File: src/rtl/ls_pkg.sv
// rtl/ls_pkg.sv - shared next-count and terminal-count helpers for the ls counter family
package ls_pkg;

    localparam logic LS_DIR_UP   = 1'b1;
    localparam logic LS_DIR_DOWN = 1'b0;

    // Out-of-range values recover into the sequence: up goes to 0, down to MODULUS-1.
    function automatic int unsigned ls_next_count(input int unsigned q,
                                                  input int unsigned modulus,
                                                  input logic        dir_up);
        if (dir_up == LS_DIR_UP) begin
            return (q >= modulus - 1) ? 0 : q + 1;
        end
        return (q == 0 || q >= modulus) ? modulus - 1 : q - 1;
    endfunction

    function automatic logic ls_terminal(input int unsigned q,
                                         input int unsigned modulus,
                                         input logic        dir_up);
        return (dir_up == LS_DIR_UP) ? (q == modulus - 1) : (q == 0);
    endfunction

endpackage

File: src/rtl/ls_counter_if.sv
// rtl/ls_counter_if.sv - control, data and carry signals of one ls_counter stage
interface ls_counter_if #(
    parameter int unsigned WIDTH = 4
);
    logic             _SCLR;
    logic             _LOAD;
    logic             ENP;
    logic             ENT;
    logic             UP;
    logic [WIDTH-1:0] D;
    logic [WIDTH-1:0] Q;
    logic             RCO;

    modport master (output _SCLR, _LOAD, ENP, ENT, UP, D, input Q, RCO);
    modport slave  (input _SCLR, _LOAD, ENP, ENT, UP, D, output Q, RCO);
endinterface

File: src/rtl/ls_counter_tc.sv
// rtl/ls_counter_tc.sv - combinational terminal-count detect with ENT-gated ripple carry
module ls_counter_tc
    import ls_pkg::*;
#(
    parameter int unsigned WIDTH   = 4,
    parameter int unsigned MODULUS = 16
) (
    input  logic [WIDTH-1:0] i_q,
    input  logic             i_dir_up,
    input  logic             i_ent,
    output logic             o_rco
);
    logic w_tc;

    assign w_tc  = ls_terminal(32'(i_q), MODULUS, i_dir_up);
    assign o_rco = i_ent & w_tc;
endmodule

File: src/rtl/ls_counter.sv
// rtl/ls_counter.sv - parametrised 74LS16x-style counter with load, sync clear and carry cascade
module ls_counter
    import ls_pkg::*;
#(
    parameter int unsigned WIDTH     = 4,
    parameter int unsigned MODULUS   = 16,
    parameter int unsigned UPDOWN    = 0,
    parameter int unsigned RESET_VAL = 0
) (
    input  logic         CLK,
    input  logic         _CLR,
    ls_counter_if.slave  bus
);
    if (WIDTH < 2 || WIDTH > 16) begin : g_bad_width
        $fatal(1, "ls_counter: WIDTH must be in 2..16");
    end
    if (MODULUS < 2 || MODULUS > (32'd1 << WIDTH)) begin : g_bad_modulus
        $fatal(1, "ls_counter: MODULUS must be in 2..2**WIDTH");
    end
    if (RESET_VAL >= MODULUS) begin : g_bad_reset_val
        $fatal(1, "ls_counter: RESET_VAL must be below MODULUS");
    end
    if (UPDOWN > 1) begin : g_bad_updown
        $fatal(1, "ls_counter: UPDOWN must be 0 or 1");
    end

    logic [WIDTH-1:0] r_q;
    logic             w_dir_up;
    logic [WIDTH-1:0] w_next;
    logic             w_rco;

    assign w_dir_up = (UPDOWN == 0) ? LS_DIR_UP : bus.UP;
    assign w_next   = WIDTH'(ls_next_count(32'(r_q), MODULUS, w_dir_up));

    // Clear beats load beats count; load ignores the enables.
    always_ff @(posedge CLK or negedge _CLR) begin
        if (!_CLR) begin
            r_q <= WIDTH'(RESET_VAL);
        end else if (!bus._SCLR) begin
            r_q <= '0;
        end else if (!bus._LOAD) begin
            r_q <= bus.D;
        end else if (bus.ENP && bus.ENT) begin
            r_q <= w_next;
        end
    end

    ls_counter_tc #(
        .WIDTH   (WIDTH),
        .MODULUS (MODULUS)
    ) u_tc (
        .i_q      (r_q),
        .i_dir_up (w_dir_up),
        .i_ent    (bus.ENT),
        .o_rco    (w_rco)
    );

    assign bus.Q   = r_q;
    assign bus.RCO = w_rco;
endmodule

File: src/flat_wrapper.sv
// flat-port wrapper written by rule: the top's interface ports become plain ports
module ls_counter_flat import ls_pkg::*;
#(
    parameter int unsigned WIDTH     = 4,
    parameter int unsigned MODULUS   = 16,
    parameter int unsigned UPDOWN    = 0,
    parameter int unsigned RESET_VAL = 0
)
  (CLK, _CLR, bus__SCLR, bus__LOAD, bus_ENP, bus_ENT, bus_UP, bus_D, bus_Q, bus_RCO);
  ls_counter_if #(.WIDTH(WIDTH)) bus_i ();
  input  logic CLK;
  input  logic _CLR;
  input wire logic [$bits(bus_i._SCLR)-1:0] bus__SCLR;
  input wire logic [$bits(bus_i._LOAD)-1:0] bus__LOAD;
  input wire logic [$bits(bus_i.ENP)-1:0] bus_ENP;
  input wire logic [$bits(bus_i.ENT)-1:0] bus_ENT;
  input wire logic [$bits(bus_i.UP)-1:0] bus_UP;
  input wire logic [$bits(bus_i.D)-1:0] bus_D;
  output wire logic [$bits(bus_i.Q)-1:0] bus_Q;
  output wire logic [$bits(bus_i.RCO)-1:0] bus_RCO;
  assign bus_i._SCLR = bus__SCLR;
  assign bus_i._LOAD = bus__LOAD;
  assign bus_i.ENP = bus_ENP;
  assign bus_i.ENT = bus_ENT;
  assign bus_i.UP = bus_UP;
  assign bus_i.D = bus_D;
  assign bus_Q = bus_i.Q;
  assign bus_RCO = bus_i.RCO;
  ls_counter #(.WIDTH(WIDTH), .MODULUS(MODULUS), .UPDOWN(UPDOWN), .RESET_VAL(RESET_VAL)) u_core (.CLK(CLK), ._CLR(_CLR), .bus(bus_i));
endmodule
File: config.mk
export PLATFORM = sky130hd
export DESIGN_NAME = ls_counter_flat
export DESIGN_NICKNAME = d
export VERILOG_FILES = /design/src/rtl/ls_pkg.sv /design/src/rtl/ls_counter_if.sv /design/src/rtl/ls_counter_tc.sv /design/src/rtl/ls_counter.sv /design/src/flat_wrapper.sv
export SDC_FILE = /design/constraint.sdc
export NUM_CORES = 1
export LEC_CHECK = 0
export CELL_PAD_IN_SITES_DETAIL_PLACEMENT = 0
export CELL_PAD_IN_SITES_GLOBAL_PLACEMENT = 1
export CORE_AREA = 2 2 39 41
export DETAILED_ROUTE_END_ITERATION = 8
export DIE_AREA = 0 0 41 43
export GPL_TIMING_DRIVEN = 0
export PLACE_DENSITY = 0.7
export SETUP_SLACK_MARGIN = 0.02
export SLEW_MARGIN = 20
export SYNTH_ARGS = -nofsm -noshare
export SYNTH_HDL_FRONTEND = slang
export SYNTH_HIERARCHICAL = 1
export SYNTH_SLANG_ARGS = --single-unit
File: constraint.sdc
create_clock -name CLK -period 2.08 [get_ports CLK]
set_clock_uncertainty 0.2 [all_clocks]
set_input_delay 0.416 -clock CLK [delete_from_list [all_inputs] [get_ports CLK]]
set_output_delay 0.416 -clock CLK [all_outputs]
set_load 0.05 [all_outputs]
[After elaboration in Yosys (flattened, before gate mapping)]
Cells that the tools add are included.
Cells by class
  mux-type cells: 4
  $lt $le $gt $ge: 1
  shift operators: 0
  reduce and logical (&&, ||, !) cells: 1
  divide/modulo/power cells: 0
  equal/unequal tests: 2
  $add $sub $neg: 1
  bitwise gates (word level): 1
  $mul: 0
Operators by type and width (count)
  $mux 4: 4
  $add 4x1->4 const B: 1
  $eq 4x4->1 const B: 1
  $ge 4x4->1 const B: 1
  $ne 3x2->1 const B: 1
  $and 1x1->1: 1
  $logic_and 1x1->1: 1
Storage, ports and cells
  bits in writable memories: 0
  memory bits (read-only): 0
  memories kept: 0
  output and inout port bits: 5
  bits in registers: 4
  word-level logic and storage cells: 11
  input port bits: 11
  bits in latches: 0

[Longest topological paths before layout]
Gate-level depths: netlist (run 1).
  word-level depth: 5
  depth in mapped cells: 4
  mapped depth without buffers: 4

[Cells and area by module]
Netlist (run 1), hierarchy kept.
By module, submodules not included
  ls_counter: cells an instance 30, area each 266.5 µm², times used 1, sequential area each 100.1 µm²
  ls_counter_tc: cells an instance 5, area each 30.0 µm², times used 1, sequential area each 0.0 µm²

[Worst setup path before layout (run 1)]
No wires, ideal clock.
  kind: flip-flop to output port
  start: register u_core.r_q[0], in the netlist u_core/bus.Q[0]
  end: output bus_RCO
  path buffers: 0
  path slack: -0.179 ns
  arrival: 1.643 ns
  data required time: 1.464 ns
  stages on the path, launching flop included: 3
  cell sequence: dfrtp_1 > nand4_1 > o22ai_1
On the way
  longest elaborated chain between the ends: 2
RTL lines
  start: declaration: RTL line ls_counter.sv:27  | logic [WIDTH-1:0] r_q;
  start signal: assignment: RTL line ls_counter.sv:38  | r_q <= WIDTH'(RESET_VAL);
  start signal: assignment: RTL line ls_counter.sv:42  | r_q <= bus.D;
  start signal: assignment: RTL line ls_counter.sv:44  | r_q <= w_next;
  $eq 4x4->1: RTL line ls_pkg.sv:20  | return (dir_up == LS_DIR_UP) ? (q == modulus - 1) : (q == 0);
  $and 1x1->1: RTL line ls_counter_tc.sv:16  | assign o_rco = i_ent & w_tc;
  end: declaration: RTL line flat_wrapper.sv:20  | output wire logic [$bits(bus_i.RCO)-1:0] bus_RCO;
Every way passes these cells.

[Worst setup path in the final report (run 1)]
  start: register u_core.r_q[0], in the netlist u_core/bus.Q[0]
  end: output bus_Q[0]
RTL lines
  end: declaration: RTL line flat_wrapper.sv:19  | output wire logic [$bits(bus_i.Q)-1:0] bus_Q;
No word-level cell between the ends.

==> results of run 1 <==
## power by group
part	total, uW	internal (uW)	leakage, uW	switching (uW)
logic	85.0	35.8	0.000159	49.2
registers	95.7	84.4	0.0000518	11.3
clock network	92.5	64.3	0.0000138	28.2
## cell families after synthesis
kind of cell / count (synthesis) / synth area share
XOR/XNOR: 1 / 0.0295
buffers and inverters: 2 / 0.0380
flip-flops: 4 / 0.338
AND/OR/NAND/NOR: 14 / 0.253
adder cells (fa/ha/maj): 1 / 0.0422
AO/OA/AOI/OAI: 12 / 0.287
other: 1 / 0.0126
## worst paths after layout
path / from / endpoint / slack (ns) / depth (start not counted)
setup reg to reg: u_core/bus.Q[0] / u_core/bus.Q[0] / 0.54 / 3
min in group CLK: bus__LOAD / u_core/bus.Q[2] / 0.24 / 2
setup / recovery: u_core/bus.Q[0] / bus_Q[0] / 0.22 / 1
max in group asynchronous: _CLR / u_core/bus.Q[2] / 1.33 / 1
hold reg to reg: u_core/bus.Q[0] / u_core/bus.Q[0] / 0.45 / 2
hold / removal: _CLR / u_core/bus.Q[0] / 0.19 / 1
## cells in the final DEF (no fill, tap or decap), drive strengths merged, types with 2 or more instances in the layout
master,count
nand3,2
clkdlybuf4s50,7
o21ai,2
clkbuf,3
nand2,5
dlygate4sd2,4
conb,2
dfrtp,4
buf,2
a21oi,2
## routing by layer
layer / wire, um / GRT usage / vias to the layer above
li1: - / - / 168
met1: 350 / 0.119 / 147
met2: 347 / 0.153 / 15
met3: 68 / 0.0628 / 0
met4: 0 / 0.0600 / 0
met5: 0 / 0 / -
## cell usage after synthesis, types with 2 or more instances
| library cell | n |
|---|---|
| nand3_1 | 2 |
| nand2_1 | 4 |
| o21ai_0 | 2 |
| dfrtp_1 | 4 |
| a21oi_1 | 2 |
## stage by stage
stage	instance area, um2	worst slack (ns)	power, uW
floorplan	307	0.124	146
global placement	457	-0.551	187
detailed placement	457	-0.556	188
CTS	472	0.0422	281
global route	474	0.166	296
finish	474	0.221	273
## timing repair
action / 4_1_cts / 5_1_grt
endpoints found under the setup margin: 5 / 1
cloned: 0 / 0
resized for setup: 10 / 1
## area by class of cell
cell class / count / share of cell area
Buffer: 1 / 0.0158
Sequential cell: 4 / 0.211
Multi-Input combinational cell: 30 / 0.412
Timing Repair Buffer: 13 / 0.264
Inverter: 1 / 0.00792
Tap cell: 16 / 0.0422
Clock buffer: 3 / 0.0475
==> run summary, run 1 <==
crit path DAT = 1.24 ns
vias per cell = 4.85
DP HPWL = 582 um
initial detailed-routing violation count = 5
Final Critical Period = 1.86 ns
gpl congestion = 0.720
number of synthesized flops with an enable pin = 0
first-pass GRT wire length = 1190 um
number of fill cells = 158
Clock Latency Late Sink = 0.23 ns
share of cells above drive strength 1 = 0.154
Rows = 14
number of synthesized register bits = 4
crit end category = output pin
Leak = 0.000224 uW
Area Overhead vs Synth = 59.9%
Power Dens Cells = 576 mW/mm2
Crit Path Class = reg2out
Synth Instances = 35
final number of max-transition violations = 0
Util after Layout = 0.343
area leader, netlist = dfrtp_1
Tcrit/Tclk final = 0.894
post-route ant nets = 0
CTS max path bufs = 2
drt drc = 0
Crit path required time = 1.46 ns
H-tree Lvls = 1
asr flop ratio synth = 1.00
synthesized cell area = 297 um2
final std cells w/o fill = 68
outcome = completed
Die Y = 43 um
Multi-input gate area = 195 um2
Buf/Inv on CP = 1
antenna violations before repair = 0
Core Region = 0.00138 mm2
post-CTS setup buffers = 0
RSZ-0062 raised after global routing = no
Die Wd = 41 um
hold slack final = 0.187 ns
Final Hold Viols = 0
DR vias = 330
largest net degree at the start of global routing = 11
Synth area leaders = dfrtp_1 (34%), nand2_1 (5.1%), ha_1 (4.2%)
initial core utilization = 0.214
Hold Path Class = in2async
max cap viols = 0
max reg flops = 4
post-synth cell types = 26
clk slew on worst S/H paths = 0.04 ns
CTS sink count = 4
Inst Count DP = 65
Fmax = 0.538 GHz
1st-pass router iterations = 2
register area = 100 um2
Slowest-stage cell, CP = dlygate4sd2_1
Worst VDD drop = 0.370 mV
final net count = 66
crit-path max cell delay = 0.56 ns
Root Buffer = clkbuf_4
TritonCTS clock tree = done
Overflow after GRT = 0
all-layer global routing usage = 0.108
IO buf count = 13
Yosys warnings = 6
Syn Area/Cell = 8.47 um2
vias in the first global route = 296
Post-Route WL = 766 um
CTS Buf Count = 3
CTS Hold Bufs = 0
WL per Instance = 11.3 um
critical path peak fanout = 8
startpoint types = flop
Top delay family on crit path = buffers and inverters
I/O pins = 16
Die ar. = 0.00176 mm2
Synth top area share = 0.338
final setup vio count = 0
crit path cell chain = dlygate4sd2_1
Seq/Total Area, Yosys = 0.338
final setup TNS = 0 ns
ys flop type = dfrtp_1
ANT cells = 0
Power figures use the tool's default switching activity.
==> run 2: changes to the inputs <==
--- a/config.mk
+++ b/config.mk
@@ -5,13 +5,14 @@
 export SDC_FILE = /design/constraint.sdc
 export NUM_CORES = 1
 export LEC_CHECK = 0
+export ABC_CLOCK_PERIOD_IN_PS = 2080
 export CELL_PAD_IN_SITES_DETAIL_PLACEMENT = 0
 export CELL_PAD_IN_SITES_GLOBAL_PLACEMENT = 1
 export CORE_AREA = 2 2 39 41
 export DETAILED_ROUTE_END_ITERATION = 8
 export DIE_AREA = 0 0 41 43
 export GPL_TIMING_DRIVEN = 0
-export PLACE_DENSITY = 0.7
+export PLACE_DENSITY_LB_ADDON = 0.1
 export SETUP_SLACK_MARGIN = 0.02
 export SLEW_MARGIN = 20
 export SYNTH_ARGS = -nofsm -noshare
==> run summary, run 2 (same netlist as run 1, synthesis figures left out) <==
outcome = completed
Fmax = 0.501 GHz (-6.8%)
Overflow after GRT = 0 (unchanged)
Crit Path Class = in2out
Area Overhead vs Synth = 59.1%
ANT cells = 0 (unchanged)
Power Dens Cells = 582 mW/mm2 (+1.0%)
largest net degree at the start of global routing = 11 (unchanged)
Overall Power = 274 uW (+0.48%)
initial detailed-routing violation count = 2 (-3)
Die Y = 43 um (unchanged)
TritonCTS clock tree = done
Crit path required time = 1.46 ns (about the same)
Clock Latency Late Sink = 0.23 ns (about the same)
Die ar. = 0.00176 mm2 (unchanged)
drt drc = 0 (unchanged)
Rows = 14 (unchanged)
Die Wd = 41 um (unchanged)
Post-Route WL = 775 um (+1.2%)
Root Buffer = clkbuf_4
final number of max-transition violations = 0 (unchanged)
CTS Hold Bufs = 0 (unchanged)
initial core utilization = 0.214 (unchanged)
register area = 100 um2 (unchanged)
I/O pins = 16 (unchanged)
Final Critical Period = 1.99 ns (+0.135 ns)
clk slew on worst S/H paths = 0.04 ns (about the same)
final net count = 66 (unchanged)
Leak = 0.000215 uW (-4.1%)
gpl congestion = 0.693 (-3.8%)
1st-pass router iterations = 2 (unchanged)
vias in the first global route = 313 (+5.7%)
DP HPWL = 598 um (+2.8%)
vias per cell = 4.71 (-3.0%)
max cap viols = 0 (unchanged)
Worst VDD drop = 0.250 mV (-32%)
IO buf count = 13 (unchanged)
CTS Buf Count = 3 (unchanged)
CTS sink count = 4 (unchanged)
all-layer global routing usage = 0.104 (-0.00360)
post-CTS setup buffers = 0 (unchanged)
number of fill cells = 159 (+0.63%)
DR vias = 320 (-3.0%)
startpoint types = primary input
Tcrit/Tclk final = 0.959 (+0.0649)
Post-DP Area = 457 um2 (unchanged)
WL per Instance = 11.4 um (+1.2%)
crit path DAT = 1.38 ns (+0.14 ns)
post-route ant nets = 0 (unchanged)
critical path peak fanout = 5 (-3)
design area = 472 um2 (-0.53%)
max reg flops = 4 (unchanged)
most frequent cells in the layout = clkdlybuf4s50_1 (8), dlygate4sd2_1 (4), nand2_1 (4), dfrtp_1 (4), clkbuf_4 (3)
RSZ-0062 raised after global routing = no
Multi-input gate area = 195 um2 (unchanged)
antenna violations before repair = 0 (unchanged)
Hold Path Class = in2async
Core Region = 0.00138 mm2 (unchanged)
CTS max path bufs = 2 (unchanged)
final setup vio count = 0 (unchanged)
share of cells above drive strength 1 = 0.154 (unchanged)
first-pass GRT wire length = 1220 um (+3.0%)
most common cell after layout, fill and taps aside = clkdlybuf4s50_1
H-tree Lvls = 1 (unchanged)
Final Hold Viols = 0 (unchanged)
Worst Reg2Reg Path Length in Cells = 3 (unchanged)
crit end category = output pin
==> run 2: power breakdown <==
group	leakage, uW	internal [uW]	total (uW)	switching [uW]
combinational	0.000150	36.1	85.4	49.3
clock	0.0000138	64.4	93.8	29.4
sequential	0.0000518	84.4	95.3	10.9
total	0.000215	185	274	89.6
==> run 2: stage by stage <==
step	setup WS (ns)	hold WS, ns	util	TNS [ns]	std cells
after floorplan	0.124	-0.0796	-	0	36
after global placement	-0.511	0.428	0.330	-0.511	65
after detailed placement	-0.536	0.432	0.330	-0.536	65
after CTS	0.00846	0.178	0.339	0	68
after global routing	0.0391	0.197	0.341	0	68
final	0.0858	0.182	0.341	0	68
==> run 2: critical path, stage by stage <==
cell             delay, ns
clkdlybuf4s50_1       0.55
nand2_1               0.09
o22ai_2               0.11
buf_4                 0.21
==> run 2: final cells by class <==
class	count	area share
Multi-Input combinational cell	30	0.414
Timing Repair Buffer	13	0.260
Buffer	1	0.0159
Tap cell	16	0.0424
Clock buffer	3	0.0477
Sequential cell	4	0.212
Inverter	1	0.00796
==> run 2: layer usage <==
layer  wire, um  global-route usage  share of wire  vias to the layer above
li1           -                   -              -                      166
met1        326               0.118           0.42                      143
met2        395               0.163           0.51                       11
met3         52              0.0157          0.067                        0
met4          0              0.0800              0                        0
met5          0                   0              0                        -
==> run 2: path summary, 6_finish.rpt <==
check / startpoint / endpoint / slack [ns]
min reg2reg: u_core/bus.Q[1] / u_core/bus.Q[1] / 0.44
min in group CLK: bus__LOAD / u_core/bus.Q[2] / 0.24
max: bus_ENT / bus_RCO / 0.09
max reg2reg: u_core/bus.Q[0] / u_core/bus.Q[0] / 0.49
min: _CLR / u_core/bus.Q[2] / 0.18
max in group asynchronous: _CLR / u_core/bus.Q[3] / 1.33
==> run 2: what timing repair did <==
| item | 4_1_cts | 5_1_grt |
|---|---|---|
| hold endpoints to repair | 0 | 0 |
| resized for setup | 9 | 2 |
| setup endpoints to repair | 5 | 1 |
==> run 3: changes to the inputs <==
--- a/config.mk
+++ b/config.mk
@@ -9,6 +9,7 @@
 export CELL_PAD_IN_SITES_DETAIL_PLACEMENT = 0
 export CELL_PAD_IN_SITES_GLOBAL_PLACEMENT = 1
 export CORE_AREA = 2 2 39 41
+export CTS_CLUSTER_DIAMETER = 80
 export DETAILED_ROUTE_END_ITERATION = 8
 export DIE_AREA = 0 0 41 43
 export GPL_TIMING_DRIVEN = 0
==> results of run 3 <==
Same layout as run 2: the final DEF is identical, and so are final timing and power.
